### config.mk
export PLATFORM = sky130hd
export DESIGN_NAME = bp_cache_dma_to_mem
export DESIGN_NICKNAME = d
export VERILOG_FILES = /design/src/rtl/bp_cache_dma_to_mem.sv
export SDC_FILE = /design/constraint.sdc
export NUM_CORES = 1
export LEC_CHECK = 0
export ABC_AREA = 1
export BUFFER_PORTS_ARGS = -buffer_cell sky130_fd_sc_hd__clkbuf_2
export CORE_AREA = 2 2 126 128
export CTS_BUF_LIST = sky130_fd_sc_hd__clkbuf_4 sky130_fd_sc_hd__clkbuf_8 sky130_fd_sc_hd__clkbuf_16
export CTS_CLUSTER_DIAMETER = 120
export DETAILED_ROUTE_END_ITERATION = 12
export DIE_AREA = 0 0 128 130
export PLACE_DENSITY = 0.56
export SLEW_MARGIN = 10
export SYNTH_ARGS = -nofsm -noshare
export SYNTH_HDL_FRONTEND = slang
export SYNTH_SLANG_ARGS = --single-unit
### constraint.sdc
create_clock -name clk_i -period 2.39 [get_ports clk_i]
set_input_delay 0.239 -clock clk_i [delete_from_list [all_inputs] [get_ports clk_i]]
set_output_delay 0.239 -clock clk_i [all_outputs]
set_load 0.01 [all_outputs]
### src/rtl/bp_cache_dma_to_mem.sv
// Bridges a cache block DMA port to a beat-wide memory port: reads are streamed
// with bounded outstanding commands, writebacks are forwarded beat by beat.
module bp_cache_dma_to_mem #(
  parameter int unsigned caddr_width_p     = 28,
  parameter int unsigned fill_width_p      = 64,
  parameter int unsigned block_width_p     = 512,
  parameter int unsigned max_outstanding_p = 4
) (
  input  logic                     clk_i,
  input  logic                     reset_i,

  input  logic [caddr_width_p:0]   dma_pkt_i,
  input  logic                     dma_pkt_v_i,
  output logic                     dma_pkt_yumi_o,

  output logic [fill_width_p-1:0]  dma_data_o,
  output logic                     dma_data_v_o,
  input  logic                     dma_data_ready_and_i,

  input  logic [fill_width_p-1:0]  dma_data_i,
  input  logic                     dma_data_v_i,
  output logic                     dma_data_yumi_o,

  output logic                     mem_cmd_v_o,
  output logic                     mem_cmd_w_o,
  output logic [caddr_width_p-1:0] mem_cmd_addr_o,
  output logic [fill_width_p-1:0]  mem_cmd_data_o,
  input  logic                     mem_cmd_ready_and_i,

  input  logic [fill_width_p-1:0]  mem_resp_data_i,
  input  logic                     mem_resp_v_i,
  output logic                     mem_resp_ready_and_o
);

  localparam int unsigned n_beats_lp      = block_width_p / fill_width_p;
  localparam int unsigned cnt_width_lp    = $clog2(n_beats_lp) + 1;
  localparam int unsigned offset_width_lp = $clog2(block_width_p / 8);
  localparam int unsigned beat_shift_lp   = $clog2(fill_width_p / 8);

  typedef enum logic [1:0] {
    e_idle,
    e_read,
    e_write
  } state_e;

  state_e                   state_r, state_n;
  logic [caddr_width_p-1:0] base_r, base_n;
  logic [cnt_width_lp-1:0]  issued_r, issued_n;
  logic [cnt_width_lp-1:0]  returned_r, returned_n;
  logic [cnt_width_lp-1:0]  outstanding;
  logic                     unused_pkt_offset;

  // Block offset bits of the packet address are dropped when aligning the base.
  assign unused_pkt_offset = ^dma_pkt_i[offset_width_lp-1:0];
  assign outstanding       = issued_r - returned_r;

  always_ff @(posedge clk_i) begin
    if (reset_i) begin
      state_r    <= e_idle;
      base_r     <= '0;
      issued_r   <= '0;
      returned_r <= '0;
    end else begin
      state_r    <= state_n;
      base_r     <= base_n;
      issued_r   <= issued_n;
      returned_r <= returned_n;
    end
  end

  // Next-state and handshake logic; everything is held quiet while reset is high.
  always_comb begin
    state_n              = state_r;
    base_n               = base_r;
    issued_n             = issued_r;
    returned_n           = returned_r;
    dma_pkt_yumi_o       = 1'b0;
    dma_data_o           = '0;
    dma_data_v_o         = 1'b0;
    dma_data_yumi_o      = 1'b0;
    mem_cmd_v_o          = 1'b0;
    mem_cmd_w_o          = 1'b0;
    mem_cmd_addr_o       = base_r + (caddr_width_p'(issued_r) << beat_shift_lp);
    mem_cmd_data_o       = '0;
    mem_resp_ready_and_o = 1'b0;

    if (!reset_i) begin
      unique case (state_r)
        e_idle: begin
          dma_pkt_yumi_o = dma_pkt_v_i;
          if (dma_pkt_v_i) begin
            base_n     = {dma_pkt_i[caddr_width_p-1:offset_width_lp], {offset_width_lp{1'b0}}};
            issued_n   = '0;
            returned_n = '0;
            state_n    = dma_pkt_i[caddr_width_p] ? e_write : e_read;
          end
        end

        e_read: begin
          mem_cmd_v_o          = (issued_r < cnt_width_lp'(n_beats_lp))
                                 && (32'(outstanding) < max_outstanding_p);
          dma_data_o           = mem_resp_data_i;
          dma_data_v_o         = mem_resp_v_i;
          mem_resp_ready_and_o = dma_data_ready_and_i;
          if (mem_cmd_v_o && mem_cmd_ready_and_i) begin
            issued_n = issued_r + cnt_width_lp'(1);
          end
          if (mem_resp_v_i && dma_data_ready_and_i) begin
            returned_n = returned_r + cnt_width_lp'(1);
            if (returned_r == cnt_width_lp'(n_beats_lp - 1)) begin
              state_n = e_idle;
            end
          end
        end

        e_write: begin
          mem_cmd_v_o     = dma_data_v_i;
          mem_cmd_w_o     = 1'b1;
          mem_cmd_data_o  = dma_data_i;
          dma_data_yumi_o = dma_data_v_i && mem_cmd_ready_and_i;
          if (dma_data_yumi_o) begin
            issued_n = issued_r + cnt_width_lp'(1);
            if (issued_r == cnt_width_lp'(n_beats_lp - 1)) begin
              state_n = e_idle;
            end
          end
        end

        default: state_n = e_idle;
      endcase
    end
  end

  // Memory responses are only legal while a read burst is in flight.
  resp_only_in_read_a: assert property (
    @(posedge clk_i) disable iff (reset_i) mem_resp_v_i |-> (state_r == e_read));

  outstanding_bound_a: assert property (
    @(posedge clk_i) disable iff (reset_i)
    (state_r == e_read) |-> (32'(outstanding) <= max_outstanding_p));

endmodule

# Word-level counts from Yosys, hierarchy flattened
# Index checks and enable logic that the tools add are counted.
[word_totals] in_bits=164 wordCells=60 reg_bits=32 out_inout_bits=162
[op_classes] n_reduce_logical=11 n_eq_ne=10 order_cmp=2 add_sub_neg=4 mux=29
[ops] cell="two-way mux 64 bit" n=4
[ops] cell="adder 28 x 7 -> 28 bit" n=1
[ops] cell="two-way mux 4 bit" n=4
[ops] cell="two-way mux 2 bit" n=6
[ops] cell="inequality test 2 bit (second input constant)" n=6
[ops] cell="case mux 4 bit (3 select lines)" n=1
[ops] cell="two-way mux 1 bit" n=11
[ops] cell="adder 4 x 1 -> 4 bit (second input constant)" n=2
[ops] cell="equality test 4 x 3 -> 1 bit (second input constant)" n=2
[ops] cell="case mux 4 bit (2 select lines)" n=1
[ops] cell="case mux 2 bit (3 select lines)" n=1
[ops] cell="AND reduction 5 bit" n=1
[ops] cell="logical AND 1 bit" n=4
[ops] cell="< comparator 4 x 3 -> 1 bit (second input constant)" n=1
[ops] cell="< comparator 4 bit (second input constant)" n=1
[ops] cell="AND reduction 4 bit" n=1
[ops] cell="subtractor 4 bit" n=1
[ops] cell="AND reduction 3 bit" n=1
[ops] cell="nonzero test 3 bit" n=1
[ops] cell="equality test 2 x 1 -> 1 bit (second input constant)" n=1
[ops] cell="equality test 2 bit (second input constant)" n=1
[ops] cell="zero test 2 bit" n=1
[ops] cell="case mux 1 bit (2 select lines)" n=1
[ops] cell="AND reduction 2 bit" n=1
[ops] cell="nonzero test 2 bit" n=1

# Depth between registers and ports, before layout
[logic_depth] word_depth=6 mapped_depth=12 mapped_depth_nobuf=11

# Worst setup path before layout
# OpenSTA, ideal clock, no wires.
[synth_timing] path_kind="register to output" start="reg issued_r[3]" end="out mem_cmd_addr_o[26]" stages_incl_launch_ff=10 path_buffers=0 required_ps=2151 slack_ps=490 arrival_ps=1661 path_cell_list="dfxtp_1 -> ha_1 -> ha_1 -> nand3_1 -> nor2_2 -> nand4_1 -> nor2_1 -> nand3b_1 -> nor2_1 -> xor2_1"
[synth_between] elab_chain_len=1
[synth_rtl] item="start: declaration" line_no="48" text="logic [cnt_width_lp-1:0] issued_r, issued_n;"
[synth_rtl] item="start signal: assignment" line_no="66" text="issued_r <= issued_n;"
[synth_rtl] item="adder 28 x 7 -> 28 bit" line_no="83" text="mem_cmd_addr_o = base_r + (caddr_width_p'(issued_r) << beat_shift_lp);"
[synth_rtl] item="end: declaration" line_no="26" text="output logic [caddr_width_p-1:0] mem_cmd_addr_o,"
# No other way between the ends.

# Worst setup path in the final report
[layout_timing] start="reg base_r[6]" end="out mem_cmd_addr_o[26]"
[layout_between] elab_chain_len=1
[layout_rtl] item="start: declaration" line_no="47" text="logic [caddr_width_p-1:0] base_r, base_n;"
[layout_rtl] item="start signal: assignment" line_no="65" text="base_r <= base_n;"
[layout_rtl] item="adder 28 x 7 -> 28 bit" line_no="83"
# No other way between the ends.

==> impl_metrics.tcl <==
set metrics [dict create \
    crit_chain "ha_4, ha_4, nand3_2, nor2_4, nand4_1, nor2_1, nand3b_1, nor2_2, xor2_1, buf_2" \
    placed_cell_area_sq_um 4730 \
    clk_pin_slew_worst_paths_ps 50 \
    initial_core_util 0.193 \
    numCtsBuffers 5 \
    synth_top_family_by_area "simple AND/OR/NAND/NOR gates" \
    antenna_found_initial 3 \
    drive_gt1_frac 0.413 \
    required_ps 2150 \
    htreeDepth 2 \
    portBuffers 316 \
    firstDrtPassIters 4 \
    synth-simple-area-share 0.491 \
    insertion_delay_ps 280 \
    drc_errors 0 \
    viasPerCell 4.18 \
    hold_buffers 0 \
    nFillCells 1792 \
    place_hpwl_microns 11400 \
    p_per_area_nw_per_um2 729 \
    syn2layout_area_growth_pct 66.5 \
    synth_xor_area_frac 0.0618 \
    drt-initial-drc-count 196 \
    skew_ps 3.77 \
    synthAdderAreaFrac 0.0378 \
    rrSetupSlack_ps 680 \
    die_area_sq_um 16600 \
    async_flop_share 0 \
    finalInstanceArea_sq_um 4950 \
    cts.path.max_buffers 2 \
    total_power_uw 3610 \
    wirelength_microns 13600 \
    rr_worst_depth 9 \
    stdcell_count 1041 \
    min_period_over_period 0.935 \
    avgSynthCellArea_sq_um 5.41 \
    critPathMaxStageDelay_ps 380 \
    syn-instance-count 550 \
    post_drt_wl_per_cell_microns 13.1 \
    cp-start-kind "flop" \
    synthMuxAreaShare 0 \
    cts_tree "yes" \
    cp.arrival_ps 2000 \
    post-route-min-period_ps 2240 \
    cts_sinks 32 \
    worst_path_most_repeated_cell "ha_4" \
    yosysUniqueCellTypes 26 \
    cp_slowest_cell "dfxtp_1" \
    seq_area_frac_synth 0.215 \
    hold_path_class "in -> reg" \
    whs_endpoint "base_r[26]" \
    grt_max_degree 70 \
    num-nets-final 1018 \
    routed-via-count 4347 \
    placedCellCount 1029 \
    leakage_uw 0.00267 \
    synth.most_common_cell "nand2_1" \
    die_h_microns 130 \
    root_buffer "clkbuf_16" \
    hold_viol 0 \
    critPathMaxFanout 3 \
    status "completed" \
    synth_flop_cell "dfxtp_1" \
    gr-usage-all-layers 0.150 \
    synth-edff-count 0 \
    grt_pass1_vias 3795 \
    yosysTopAreaCellShare 0.231 \
    grt_pass1_wl_microns 19900 \
    netlist_area_sq_um 2980 \
    hold_depth 3 \
    die_w_microns 128 \
    synth_area_leaders "nand2_1 23%, dfxtp_1 22%, nor2_1 19%" \
    fp-row-count 46 \
    synth_compound_area_frac 0.0896 \
    worstSetupEndpointType "output pin" \
    rr_startpoint "state_r[1]" \
    crit_type "reg -> out" \
    synth_top_cell_by_area "nand2_1" \
    synthTopCellsByCount "183 x nand2_1, 147 x nor2_1, 35 x inv_1" \
    coreArea_sq_um 15400 \
    r2r_end "issued_r[0]" \
    max-vdd-ir-drop_mv 0.343 \
    gp_congestion 0.849 \
    maxSlewViolCount 0 \
    maxCapViolations 0 \
    ys_ff_latch 32 \
    hp-start "dma_pkt_i[26]" \
    finalSetupViolations 0 \
    fmax_ghz 0.447 \
    grt_overflow 0 \
    pin_count 326 \
    drt.antenna.violating_nets 0 \
    yosysWarnings 0 \
]
-- cell families after synthesis --
family,after synthesis
compound gates,47
xor+xnor,21
fa+ha+maj,9
buf+inv,75
flops,32
other cells,1
simple gates,365
-- routing by layer --
layer  track usage  part of all wire  vias up
met3        0.0283             0.063        7
met5             0                 0        -
met4        0.0459            0.0082        0
met2         0.278              0.53      165
met1         0.176              0.40     1896
li1              -                 -     2279
-- area by class of cell --
class | count | area [sq um] | share of cell area
clock buffers | 6 | 133 | 0.0268
well taps | 192 | 240 | 0.0485
repair buffers | 326 | 1680 | 0.340
flip-flops and latches | 32 | 644 | 0.130
multi-input cells | 445 | 2080 | 0.420
clock inverters | 2 | 35.0 | 0.00707
diodes | 3 | 7.51 | 0.00152
inverters | 35 | 131 | 0.0265
-- worst max path at each step --
stage                               endpoint  slack [ps]         from  cells past startpoint
after floorplan           mem_cmd_addr_o[26]         490  issued_r[3]                      9
after global placement    mem_cmd_addr_o[26]         300  issued_r[3]                     10
after detailed placement  mem_cmd_addr_o[26]         270  issued_r[3]                     10
after CTS                 mem_cmd_addr_o[26]          20  issued_r[3]                     10
after global routing      mem_cmd_addr_o[26]         -10    base_r[6]                     10
final                     mem_cmd_addr_o[26]         150    base_r[6]                     10
-- what timing repair did --
action | 4_1_cts | 5_1_grt
gates resized for setup | 2 | 8
cloned | 0 | 0
pin swaps | 1 | 3
setup endpoints to repair | 1 | 2
buffers inserted | 1 | 0
-- critical path: cells and delay by family (launching register included) --
family | cells | cell delay [ps]
fa+ha+maj | 2 | 300
simple gates | 6 | 740
xor+xnor | 1 | 160
buf+inv | 1 | 150
flops | 1 | 380
-- sequential cells by signal, indices dropped and copies added (netlist names) --
signal / flops
issued_r: 4
base_r: 22
state_r: 2
returned_r: 4
-- stage by stage --
step	setup TNS [ps]	hold WS [ps]	worst slack [ps]	utilization
5_1_grt	-14.0	164	-13.8	0.321
6_report	0	160	155	0.321
2_1_floorplan	0	352	490	-
3_3_place_gp	0	445	298	0.307
3_5_place_dp	0	442	274	0.307
4_1_cts	0	155	24.0	0.318
-- power by group --
group          switching, uW  internal (uW)  total [uW]
logic                   1340            759        2100
registers                127            651         778
clock network            231            501         732
total                   1700           1910        3610
-- layout by cell type, fill, tap and decap left out --
cell	synthesis	final
nand2_1	183	183
a211oi_1	2	2
a22oi_1	1	1
dfxtp_1	32	31
bufinv_16	0	1
nor2_1	147	146
o21ai_0	21	21
nand3b_1	1	1
clkbuf_4	0	1
or2_2	1	1
xor2_1	21	21
buf_2	2	1
clkbuf_2	0	314
ha_4	0	2
ha_2	0	2
buf_12	0	2
a22o_1	6	6
nor4_1	3	3
nor2_2	1	1
nand4_1	4	4
o22ai_1	1	1
nand3_2	3	4
dfxtp_4	0	1
inv_1	35	35
clkbuf_16	0	5
diode_2	0	3
nor3_1	6	6
nand3_1	13	12
a21oi_1	16	16
conb_1	1	3
clkinv_2	0	1
ha_1	9	5
nor2_4	3	4
buf_4	6	9
Power figures use the tool's default switching activity.
